`src/rtl/deser_pkg.sv`:
```
// Shared definitions for the serial-requester arbiter in front of the
// 16-bit deserializer: FSM state type and default frame/timeout sizes.
package deser_pkg;

  typedef enum logic [1:0] {
    ST_IDLE = 2'd0,
    ST_BUSY = 2'd1,
    ST_GAP  = 2'd2
  } deser_arb_state_t;

  localparam int FRAME_LEN_DEF    = 16;
  localparam int IDLE_TIMEOUT_DEF = 32;

endpackage

```
`src/rtl/rr_pick.sv`:
```
// Combinational round-robin selector.
// Ports:
//   req         - per-channel request vector
//   last_winner - channel granted most recently; search starts one above it
//   winner      - index of the first requesting channel found (wraps)
//   valid       - at least one request is set
module rr_pick #(
  parameter int N_CH = 4,
  parameter int CH_W = (N_CH > 1) ? $clog2(N_CH) : 1
) (
  input  logic [N_CH-1:0] req,
  input  logic [CH_W-1:0] last_winner,
  output logic [CH_W-1:0] winner,
  output logic            valid
);

  always_comb begin : pick
    int idx;
    logic [CH_W-1:0] sel;
    winner = '0;
    valid  = 1'b0;
    idx    = 0;
    sel    = '0;
    // Offsets 1..N_CH visit every channel once, ending on last_winner itself.
    for (int i = 1; i <= N_CH; i++) begin
      idx = (int'(last_winner) + i) % N_CH;
      sel = CH_W'(idx);
      if (!valid && req[sel]) begin
        valid  = 1'b1;
        winner = sel;
      end
    end
  end

endmodule

```
`src/rtl/deser_arbiter.sv`:
```
// Arbitrates N_CH serial requesters onto one shared deserializer input.
// A granted channel forwards FRAME_LEN qualified bits; the frame is aborted
// when the requester drops its request or stays silent for IDLE_TIMEOUT cycles.
// Ports:
//   clk_i, arst_i        - clock, asynchronous active-high reset
//   req_i                - per-channel frame request
//   data_i, data_val_i   - per-channel serial bit and qualifier
//   gnt_o                - registered one-hot grant
//   ser_data_o/_val_o    - registered muxed bit and qualifier
//   frame_done_o         - pulse: full frame forwarded
//   abort_o              - pulse: frame abandoned, deserializer must clear
//   frame_ch_o           - channel index qualifying done/abort
//
// state | meaning
// IDLE  | no grant; arbitrate among requesters
// BUSY  | winner granted; forwarding its qualified bits
// GAP   | one dead cycle after done/abort before re-arbitration
module deser_arbiter import deser_pkg::*; #(
  parameter int N_CH         = 4,
  parameter int FRAME_LEN    = FRAME_LEN_DEF,
  parameter int IDLE_TIMEOUT = IDLE_TIMEOUT_DEF,
  localparam int CH_W        = (N_CH > 1) ? $clog2(N_CH) : 1
) (
  input  logic            clk_i,
  input  logic            arst_i,
  input  logic [N_CH-1:0] req_i,
  input  logic [N_CH-1:0] data_i,
  input  logic [N_CH-1:0] data_val_i,
  output logic [N_CH-1:0] gnt_o,
  output logic            ser_data_o,
  output logic            ser_data_val_o,
  output logic            frame_done_o,
  output logic            abort_o,
  output logic [CH_W-1:0] frame_ch_o
);

  localparam int BC_W = $clog2(FRAME_LEN + 1);
  localparam int IC_W = $clog2(IDLE_TIMEOUT + 1);
  localparam logic [BC_W-1:0] BIT_LAST  = BC_W'(FRAME_LEN - 1);
  localparam logic [IC_W-1:0] IDLE_LAST = IC_W'(IDLE_TIMEOUT - 1);

  deser_arb_state_t state, nxt_state;
  logic [N_CH-1:0]  gnt_q, nxt_gnt;
  logic [CH_W-1:0]  winner_q, nxt_winner;
  logic [BC_W-1:0]  bit_cnt, nxt_bit_cnt;
  logic [IC_W-1:0]  idle_cnt, nxt_idle_cnt;
  logic             ser_data_q, nxt_ser_data;
  logic             ser_val_q, nxt_ser_val;
  logic             done_q, nxt_done;
  logic             abort_q, nxt_abort;
  logic [CH_W-1:0]  frame_ch_q, nxt_frame_ch;

  logic [CH_W-1:0]  pick;
  logic             pick_valid;
  logic             accepted;
  logic             req_held;

  rr_pick #(.N_CH(N_CH), .CH_W(CH_W)) u_rr_pick (
    .req         (req_i),
    .last_winner (winner_q),
    .winner      (pick),
    .valid       (pick_valid)
  );

  assign accepted = data_val_i[winner_q];
  assign req_held = req_i[winner_q];

  always_comb begin
    nxt_state    = state;
    nxt_gnt      = gnt_q;
    nxt_winner   = winner_q;
    nxt_bit_cnt  = bit_cnt;
    nxt_idle_cnt = idle_cnt;
    nxt_ser_data = 1'b0;
    nxt_ser_val  = 1'b0;
    nxt_done     = 1'b0;
    nxt_abort    = 1'b0;
    nxt_frame_ch = frame_ch_q;
    case (state)
      ST_IDLE: begin
        nxt_gnt = '0;
        if (pick_valid) begin
          nxt_state     = ST_BUSY;
          nxt_gnt[pick] = 1'b1;
          nxt_winner    = pick;
          nxt_bit_cnt   = '0;
          nxt_idle_cnt  = '0;
        end
      end
      ST_BUSY: begin
        if (accepted) begin
          nxt_ser_data = data_i[winner_q];
          nxt_ser_val  = 1'b1;
          nxt_bit_cnt  = bit_cnt + 1'b1;
          nxt_idle_cnt = '0;
        end else begin
          nxt_idle_cnt = idle_cnt + 1'b1;
        end
        // Completing the frame wins over a simultaneous request drop.
        if (accepted && bit_cnt == BIT_LAST) begin
          nxt_state    = ST_GAP;
          nxt_gnt      = '0;
          nxt_done     = 1'b1;
          nxt_frame_ch = winner_q;
        end else if (!req_held || (!accepted && idle_cnt == IDLE_LAST)) begin
          nxt_state    = ST_GAP;
          nxt_gnt      = '0;
          nxt_abort    = 1'b1;
          nxt_frame_ch = winner_q;
        end
      end
      ST_GAP: begin
        nxt_state = ST_IDLE;
        nxt_gnt   = '0;
      end
      default: begin
        nxt_state = ST_IDLE;
        nxt_gnt   = '0;
      end
    endcase
  end

  always_ff @(posedge clk_i or posedge arst_i) begin
    if (arst_i) begin
      state      <= ST_IDLE;
      gnt_q      <= '0;
      winner_q   <= CH_W'(N_CH - 1);
      bit_cnt    <= '0;
      idle_cnt   <= '0;
      ser_data_q <= 1'b0;
      ser_val_q  <= 1'b0;
      done_q     <= 1'b0;
      abort_q    <= 1'b0;
      frame_ch_q <= '0;
    end else begin
      state      <= nxt_state;
      gnt_q      <= nxt_gnt;
      winner_q   <= nxt_winner;
      bit_cnt    <= nxt_bit_cnt;
      idle_cnt   <= nxt_idle_cnt;
      ser_data_q <= nxt_ser_data;
      ser_val_q  <= nxt_ser_val;
      done_q     <= nxt_done;
      abort_q    <= nxt_abort;
      frame_ch_q <= nxt_frame_ch;
    end
  end

  assign gnt_o          = gnt_q;
  assign ser_data_o     = ser_data_q;
  assign ser_data_val_o = ser_val_q;
  assign frame_done_o   = done_q;
  assign abort_o        = abort_q;
  assign frame_ch_o     = frame_ch_q;

endmodule

```
`config.mk`:
```
export PLATFORM = sky130hd
export DESIGN_NAME = deser_arbiter
export DESIGN_NICKNAME = d
export VERILOG_FILES = /design/src/rtl/deser_pkg.sv /design/src/rtl/rr_pick.sv /design/src/rtl/deser_arbiter.sv
export SDC_FILE = /design/constraint.sdc
export NUM_CORES = 1
export LEC_CHECK = 0
export CAP_MARGIN = 20
export CORE_MARGIN = 3
export CORE_UTILIZATION = 50
export CTS_CLUSTER_DIAMETER = 60
export DETAILED_ROUTE_END_ITERATION = 16
export GPL_TIMING_DRIVEN = 0
export PLACE_DENSITY = 0.88
export SYNTH_ARGS = -nofsm -noshare
export SYNTH_HDL_FRONTEND = slang
export SYNTH_HIERARCHICAL = 1
export SYNTH_SLANG_ARGS = --single-unit
```
`constraint.sdc`:
```
create_clock -name clk_i -period 3.6 [get_ports clk_i]
set_input_delay 0.72 -clock clk_i [delete_from_list [all_inputs] [get_ports clk_i]]
set_output_delay 0.72 -clock clk_i [all_outputs]
set_load 0.02 [all_outputs]
```
==> results.tsv <==
metric	value	unit
avgSynthCellArea	10.8	um2
fin_crit_sh	65.0	%
synth_top_area_share	43.5	%
synth_edf_count	0	
critical_path_class	in2reg	
die_w	57.4	um
wire_per_inst	15.2	um
path_max_fanout	9	
clock-sinks	25	
syn_area	1320	um2
ff2ff_setup_slack	1470	ps
clkPwrFrac	10.4	%
cp-start-kind	input port	
required	3820	ps
vias	1043	
root_buffer	clkbuf_4	
worst_ep_arrival_time	2560	ps
slew_headroom	38.2	%
synth-simple-area-share	19.9	%
grt_util_met3	4.07	%
num_rows	18	
internal_power	695	uW
drt-vias-per-instance	5.79	
numCtsBuffers	3	
fillers	212	
start_util	52.9	%
seq_power_share	38.8	%
power.net_switching	483	uW
area_growth	22.2	%
final_area	1620	um2
async_flop_share	100	%
routabilityCongestion	0.740	
hold_depth	1	
grt_max_degree	26	
routed_wl	2.74	mm
synth_top_family_by_area	simple AND/OR/NAND/NOR gates	
irDropWorstVdd	0.518	mV
setup_ws	1260	ps
grt_overflow	0	
power_frac_comb	50.8	%
synth_cell_types	40	
ys_seq_area_share	47.5	%
use_met1	24.8	%
placed_area	1590	um2
place_hpwl	2.07	mm
holdBufCountCts	0	
synth-xor-area-share	1.32	%
max_freq	427	MHz
min_to	gnt_o[0]$_DFFE_PP0P_	
final_util	64.7	%
synth_common_cells	dfrtp_1, nand2_1, nor2_1	
ios	24	
hold_violations	0	
max_cap_viol_count	0	
synth_nets	140	
ys_top_cells_by_area	dfrtp_1, mux4_2, nand2_1	
min_from	gnt_o[0]$_DFFE_PP0P_	
clk_latency	320	ps
synth_compound_gate_area_share	14.5	%
busiest_layer	met2	
yosys.area_share.adder	2.84	%
rsz0062_at_grt	no	
track_usage	18.9	%
htree_num_levels	1	
maxSlewViolCount	0	
met2_usage	31.1	%
clock-skew-final	2.73	ps
die_h	57.4	um
clockBufferDepth	2	
numPortBuffers	23	
yosysMostFrequentCell	dfrtp_1	
grt_first_pass_wirelength	4.86	mm
p_leak	0.737	nW
p_per_area	729	nW/um2
cp-end-kind	register	
ys_ff_latch	25	
setup_viol	0	
dp_slack	944	ps
drtIter0Drc	41	
grt_pass1_vias	1098	
post_route_cells_drive_above_1_share	12.7	%
synth_top_area_cell	dfrtp_1	
synth_warnings	6	
hold_class	reg2reg	
dieArea	3300	um2
cts_setup_buffers	0	
synthCells	123	
whs	495	ps
worst_pin_slew	926	ps
setup_tns	0	ps
cts_tree	yes	
r2r-end	frame_ch_o[0]$_DFFE_PP0P_	
fin_crit	2340	ps
drt_pass1_iterations	4	
status	completed	
clk_pin_slew_worst_paths	130	ps
reg2reg_depth	5	
sw_frac_of_total	41.0	%
synth_flop_cell	dfrtp_1	
final_nets	168	
timing.rr.start	winner_q[0]$_DFFE_PP1P_	
core	2500	um2
num_antenna_cells	0	
ant_nets	0	
synth.area.mux_share	10.7	%
antenna_found_initial	0	
post_cts_resized	0	
drc_errors	0	
[cells by family after synthesis]
logic type | Yosys count
flops | 25
fa+ha+maj | 3
buf+inv | 9
simple gates | 48
mux | 10
compound gates | 26
xor+xnor | 2
[power by group through the flow]
stage / clock (mW) / combinational (mW) / sequential [mW]
6_report: 0.123 / 0.599 / 0.457
3_5_place_dp: 0 / 0.596 / 0.462
5_1_grt: 0.140 / 0.655 / 0.472
4_1_cts: 0.128 / 0.600 / 0.457
3_3_place_gp: 0 / 0.578 / 0.453
2_1_floorplan: 0 / 0.364 / 0.497
[stage by stage]
| stage | power, mW | cells |
|---|---|---|
| 2_1_floorplan | 0.861 | 123 |
| 3_3_place_gp | 1.03 | 176 |
| 3_5_place_dp | 1.06 | 176 |
| 4_1_cts | 1.19 | 180 |
| 5_1_grt | 1.27 | 180 |
| 6_report | 1.18 | 180 |
[state kept, by name, indices dropped and copies added (netlist names)]
signal and cells:
idle_cnt 6, bit_cnt 5, gnt_o 4, frame_ch_o 2, state 2, winner_q 2, abort_o 1, frame_done_o 1
ser_data_o 1, ser_data_val_o 1
[routing by layer]
layer | part of all wire (%) | up-vias
met1 | 43 | 501
met3 | 7.2 | 4
met5 | 0 | -
met2 | 49 | 39
met4 | 1.3 | 0
li1 | - | 499
[cell usage in the layout, fill, tap and decap left out, types with 4 or more instances in the layout]
master           instances
dfrtp_1                 23
clkdlybuf4s50_1         23
nand2_1                 15
nor2_1                   8
inv_1                    6
o21ai_0                  6
nand2b_1                 5
a22o_1                   5
and3_1                   5
mux2i_1                  4
nand3_1                  4
[worst max-delay path by stage]
stage	startpoint	endpoint	slack, ps
2_1_floorplan	data_val_i[3]	frame_ch_o[0]$_DFFE_PP0P_	1620
3_3_place_gp	req_i[1]	idle_cnt[5]$_DFFE_PP0P_	1000
3_5_place_dp	req_i[1]	idle_cnt[5]$_DFFE_PP0P_	940
4_1_cts	req_i[1]	idle_cnt[5]$_DFFE_PP0P_	1300
5_1_grt	req_i[1]	idle_cnt[5]$_DFFE_PP0P_	1150
6_report	req_i[1]	idle_cnt[5]$_DFFE_PP0P_	1260
[area by class of cell]
type                       count  area, um2  share of cell area, %
multi-input combinational     89        651                   40.2
sequential                    25        628                   38.9
timing repair buffer          23        230                   14.2
tap                           30       37.5                   2.32
clock buffer                   4       26.3                   1.63
inverter                       6       22.5                   1.39
buffer                         3       21.3                   1.32
[critical path, cell delays in order]
cell	delay, ps
clkdlybuf4s50_1	560
nor2_1	80
nand2_1	80
nor3b_2	470
nor2_1	230
a21o_1	210
a22o_1	230
No activity file was read; power rests on OpenSTA's default activity.
